$ cat src/rtl/modinv_fermat_seq.sv
// Runtime-modulus modular inverse a^(q-2) mod q by constant-time square-and-multiply.
// Optional error status: define MODINV_ERR_EN to drive err; otherwise err is tied low.
module modinv_fermat_seq #(
    parameter int W = 16
) (
    input  logic         clk,
    input  logic         reset,
    input  logic         start,
    input  logic [W-1:0] a,
    input  logic [W-1:0] q,
    output logic         busy,
    output logic         done,
    output logic [W-1:0] result,
    output logic         err
);

    localparam int CW = (W > 1) ? $clog2(W) : 1;

    localparam logic [2:0] S_IDLE = 3'd0;
    localparam logic [2:0] S_LOAD = 3'd1;
    localparam logic [2:0] S_SQR  = 3'd2;
    localparam logic [2:0] S_MUL  = 3'd3;
    localparam logic [2:0] S_DONE = 3'd4;

    localparam logic [W-1:0]  ZERO    = {W{1'b0}};
    localparam logic [W-1:0]  ONE     = W'(1);
    localparam logic [W-1:0]  TWO     = W'(2);
    localparam logic [W-1:0]  THREE   = W'(3);
    localparam logic [CW-1:0] CNT_MAX = CW'(W - 1);
    localparam logic [CW-1:0] CNT_ONE = CW'(1);

    logic [2:0]    state;
    logic [W-1:0]  a_in;
    logic [W-1:0]  q_r;
    logic [W-1:0]  a_r;
    logic [W-1:0]  e;
    logic [W-1:0]  p;
    logic [CW-1:0] cnt;
    logic          err_r;

    // Full 2W-bit product reduced mod m; a zero modulus yields zero instead of X.
    function automatic logic [W-1:0] mulmod(input logic [W-1:0] x,
                                            input logic [W-1:0] y,
                                            input logic [W-1:0] m);
        logic [2*W-1:0] prod;
        logic [2*W-1:0] rem;
        prod = {{W{1'b0}}, x} * {{W{1'b0}}, y};
        if (m == ZERO) begin
            rem = {(2*W){1'b0}};
        end else begin
            rem = prod % {{W{1'b0}}, m};
        end
        return rem[W-1:0];
    endfunction

    // Control FSM and datapath registers; every exponent bit costs one SQR and one MUL cycle.
    always_ff @(posedge clk) begin
        if (reset) begin
            state  <= S_IDLE;
            busy   <= 1'b0;
            done   <= 1'b0;
            result <= ZERO;
            err_r  <= 1'b0;
            a_in   <= ZERO;
            q_r    <= ZERO;
            a_r    <= ZERO;
            e      <= ZERO;
            p      <= ONE;
            cnt    <= CNT_MAX;
        end else begin
            done <= 1'b0;
            case (state)
                S_IDLE: begin
                    if (start) begin
                        a_in  <= a;
                        q_r   <= q;
                        err_r <= 1'b0;
                        busy  <= 1'b1;
                        state <= S_LOAD;
                    end else begin
                        state <= S_IDLE;
                    end
                end
                S_LOAD: begin
                    a_r <= (q_r == ZERO) ? ZERO : (a_in % q_r);
                    e   <= q_r - TWO;
                    cnt <= CNT_MAX;
                    if (q_r < THREE) begin
                        p     <= ZERO;
                        state <= S_DONE;
                    end else begin
                        p     <= ONE;
                        state <= S_SQR;
                    end
                end
                S_SQR: begin
                    p     <= mulmod(p, p, q_r);
                    state <= S_MUL;
                end
                S_MUL: begin
                    // The cycle is spent whether or not the bit is set, keeping timing data-independent.
                    if (e[cnt]) begin
                        p <= mulmod(p, a_r, q_r);
                    end else begin
                        p <= p;
                    end
                    if (cnt == {CW{1'b0}}) begin
                        state <= S_DONE;
                    end else begin
                        cnt   <= cnt - CNT_ONE;
                        state <= S_SQR;
                    end
                end
                S_DONE: begin
                    result <= p;
                    done   <= 1'b1;
                    busy   <= 1'b0;
                    err_r  <= (q_r < THREE) || (a_r == ZERO);
                    state  <= S_IDLE;
                end
                default: begin
                    busy  <= 1'b0;
                    state <= S_IDLE;
                end
            endcase
        end
    end

`ifdef MODINV_ERR_EN
    assign err = err_r;
`else
    assign err = 1'b0;
`endif

endmodule

$ cat config.mk
export PLATFORM = sky130hd
export DESIGN_NAME = modinv_fermat_seq
export DESIGN_NICKNAME = d
export VERILOG_FILES = /design/src/rtl/modinv_fermat_seq.sv
export SDC_FILE = /design/constraint.sdc
export NUM_CORES = 2
export LEC_CHECK = 0
export CAP_MARGIN = 10
export CELL_PAD_IN_SITES_DETAIL_PLACEMENT = 1
export CELL_PAD_IN_SITES_GLOBAL_PLACEMENT = 2
export CORE_MARGIN = 2
export CORE_UTILIZATION = 40
export DETAILED_ROUTE_END_ITERATION = 16
export PLACE_DENSITY = 0.93
export SLEW_MARGIN = 20
export SYNTH_ARGS = -nofsm -noshare
export SYNTH_HDL_FRONTEND = slang
export SYNTH_SLANG_ARGS = --single-unit
$ cat constraint.sdc
create_clock -name clk -period 142.4 [get_ports clk]
set_input_delay 42.72 -clock clk [delete_from_list [all_inputs] [get_ports clk]]
set_output_delay 42.72 -clock clk [all_outputs]
set_load 0.01 [all_outputs]
==> results.md <==
* Drt drc at 0
* Final Cell Area at approximately 0.075 sq mm
* I/O pins at 54
* Area Overhead vs Synth at 5.10%
* R2r endpoint: p[0]
* Synth cell types at approximately 130
* Synth area leaders: ha_1, fa_1, o21a_1
* Final antenna-violating net count at 0
* Post-layout nets at around 11000
* CP max-delay cell: dfxtp_1
* Syn Nets at 11300
* Hold Crit Class: reg -> reg
* Post-CTS Setup Inserts at 0
* Final core occ at between 40% and 50%
* Syn Area/Cell at 7.34 sq um
* Hold Path End: result[4]
* YS warnings at 0
* TritonCTS clock tree: done
* Worst Path Max Fanout at 40
* Headroom to the max-slew limit at 20.1%
* GR Util All Layers at around 29%
* Wire per inst at around 23 um
* Worst clock skew at about 18 ps
* Via count at around 75000
* Arrival time worst endpoint at 119180 ps
* Placed inst area at 0.0747 sq mm
* Worst-case clock buffer depth at 2
* FF+latch count, synth at about 110
* Vias in the first global route at approximately 77000
* Final period utilization at roughly 84%
* # port buffers at 52
* Chip Height at roughly 430 um
* # placed instances at between 10000 and 15000
* Max-cap viol count at 0
* Cells after Synth at 9726
* Initial antenna violation count at 5
* Synth area leader: ha_1
* Post-synth EDFFs at 0
* Post-synth top cells: ha_1, nand2_1, nor2_1
* Core area at approximately 0.18 sq mm
* Post-CTS Resized at 0
* CP Class: reg -> reg
* Core Rows at about 160
* Horiz. Die Dim at approximately 430 um
* R2r setup slk at 23480 ps
* Tmin final at 118920 ps
* Startpoint types: register
* Synth Area in XOR/XNOR at between 5 and 6%
* Setup Viol. Count Final at 0
* Detail Placement HPWL at between 200000 and 250000 um
* Grt total ovfl at 0
* Starting Density at 40.2%
* GPL Wtd Cong at roughly 1.0
* Die area at about 0.18 sq mm
* R2r startpoint: p[11]
* Post-synth ARST share at 0%
* CTS root buffer: clkbuf_16
* Clk_lat worst skew at approximately 420 ps
* Peak Freq at 0.00841 GHz
* Tightest Pin Transition at between 1000 and 1500 ps
* Fraction of layout cells with a size suffix above 1 at about 6.8%
* Synth Flop Type: dfxtp_1
* First-pass GRT wire length at between 400000 and 500000 um
* Pin count of the biggest net entering global routing at 46
* Yosys top cell area share at 19.8%
* Hold Fails Final Rpt at 0
* Num CTS Buffers at 9
* Setup TNS at 0 ps
* RSZ-0062 raised after global routing: false
* Status: finished, final reports clean
* Clk sinks at about 110
* Post-Synth Simple-Gate Area at 24.4%
* Largest family of logic cells by synthesized area: adder cells
* Via density at 6.25
* Most common cell in the synthesized netlist: ha_1
* Crit path largest cell delay at around 1000 ps
* Drt first-iter violations at 4619
* Clock-pin slew on the worst setup and hold paths at roughly 100 ps
* Sequential fraction of the synthesis area at ~2.9%
* Hold Buf Count CTS at 0
* Mux cell area share after synthesis at approximately 4.5%
* Hold depth at 2
* Detailed Route WL at 273000 um
* Synth Area in Compound Gates at approximately 28%
* H-Tree Level Count at 3
* Most frequent CP cell: o21a_1
* Nature of the critical path endpoint: register
* Max Slew Vio Count at 0
* Final cell count without fillers at around 12000
* Post-Syn Area at about 0.071 sq mm
* DR pass1 iterations at 6
* Data required time of the critical path at approximately 140000 ps
* Reg2Reg Depth at ~460
* Hold_sp: result[4]
* Adder-Cell Fraction of Synth Area at ~30%
sequential cells by signal, indices dropped and copies added, names as in the netlist:
| name | count |
|---|---|
| a_in | 16 |
| cnt | 4 |
| done | 1 |
| e | 16 |
| state | 3 |
| a_r | 16 |
| p | 16 |
| result | 16 |
| q_r | 16 |
| busy | 1 |
stage by stage:
stage          hold slack (ps)  setup slack, ps
5_1_grt                    487            15550
3_5_place_dp               451            25320
3_3_place_gp               449            26350
2_1_floorplan              450            41550
6_report                   461            23480
4_1_cts                    463            24810
per-layer routing:
metal  track usage (%)  part of all wire, %  up-vias
met3              2.93                  5.0      433
met5                 0                    0        -
li1                  -                    -    35200
met2              49.3                   46     1768
met4              9.90                  3.6        0
met1              38.8                   45    37400
worst max-delay path by stage:
stage | from | to | slack, ps
floorplan | p[4] | p[14] | 41550
global placement | p[11] | p[0] | 26350
detailed placement | p[11] | p[0] | 25320
CTS | p[11] | p[0] | 24810
global route | p[11] | p[0] | 15550
finish | p[11] | p[0] | 23480
layout make-up:
cell class	instances	area [sq um]
Antenna cell	5	12.5
Clock buffer	9	225
Clock inverter	7	91.3
Fill cell	22300	103000
Inverter	635	2400
Multi-Input combinational cell	8669	65700
Sequential cell	105	2100
Tap cell	2355	2950
Timing Repair Buffer	188	1550
critical path: cells and delay by family, from the launching register on:
| family | cells | cell delay, ps |
|---|---|---|
| mux | 6 | 2160 |
| buf+inv | 22 | 3890 |
| compound gates | 293 | 74160 |
| fa+ha+maj | 39 | 13610 |
| simple gates | 103 | 23500 |
| flops | 1 | 1020 |
cells by family after synthesis:
kind of cell,Yosys count
compound gates,2870
flops,105
buf+inv,952
mux,287
other cells,1
xor+xnor,440
simple gates,3577
fa+ha+maj,1494
placed cells by master, fill, tap and decap left out, types with 22 or more instances in the layout:
cell type / count
nor2_1: 784
o21bai_1: 40
and3_1: 45
buf_4: 134
nand2b_1: 104
and4_1: 22
a211oi_1: 77
nand4_1: 97
mux2i_1: 67
o21ai_1: 38
nor4_1: 36
dfxtp_1: 105
mux2_2: 198
fa_1: 363
o211a_1: 27
o21ai_0: 431
xnor2_1: 281
nor3_1: 571
nand3_1: 179
and2_1: 254
or2_2: 131
clkdlybuf4s50_1: 51
nor2b_1: 91
nand2_1: 1019
a21oi_1: 593
a211o_1: 30
o31ai_1: 268
ha_1: 1131
a21o_1: 251
a31oi_1: 55
o21a_1: 524
o2111ai_1: 22
a221o_1: 26
xor2_1: 158
o211ai_1: 95
inv_1: 618
or3_1: 77
a21boi_0: 34
Power is not shown: default switching activity piles up to over one toggle a cycle in this logic, so the estimate is an artifact.
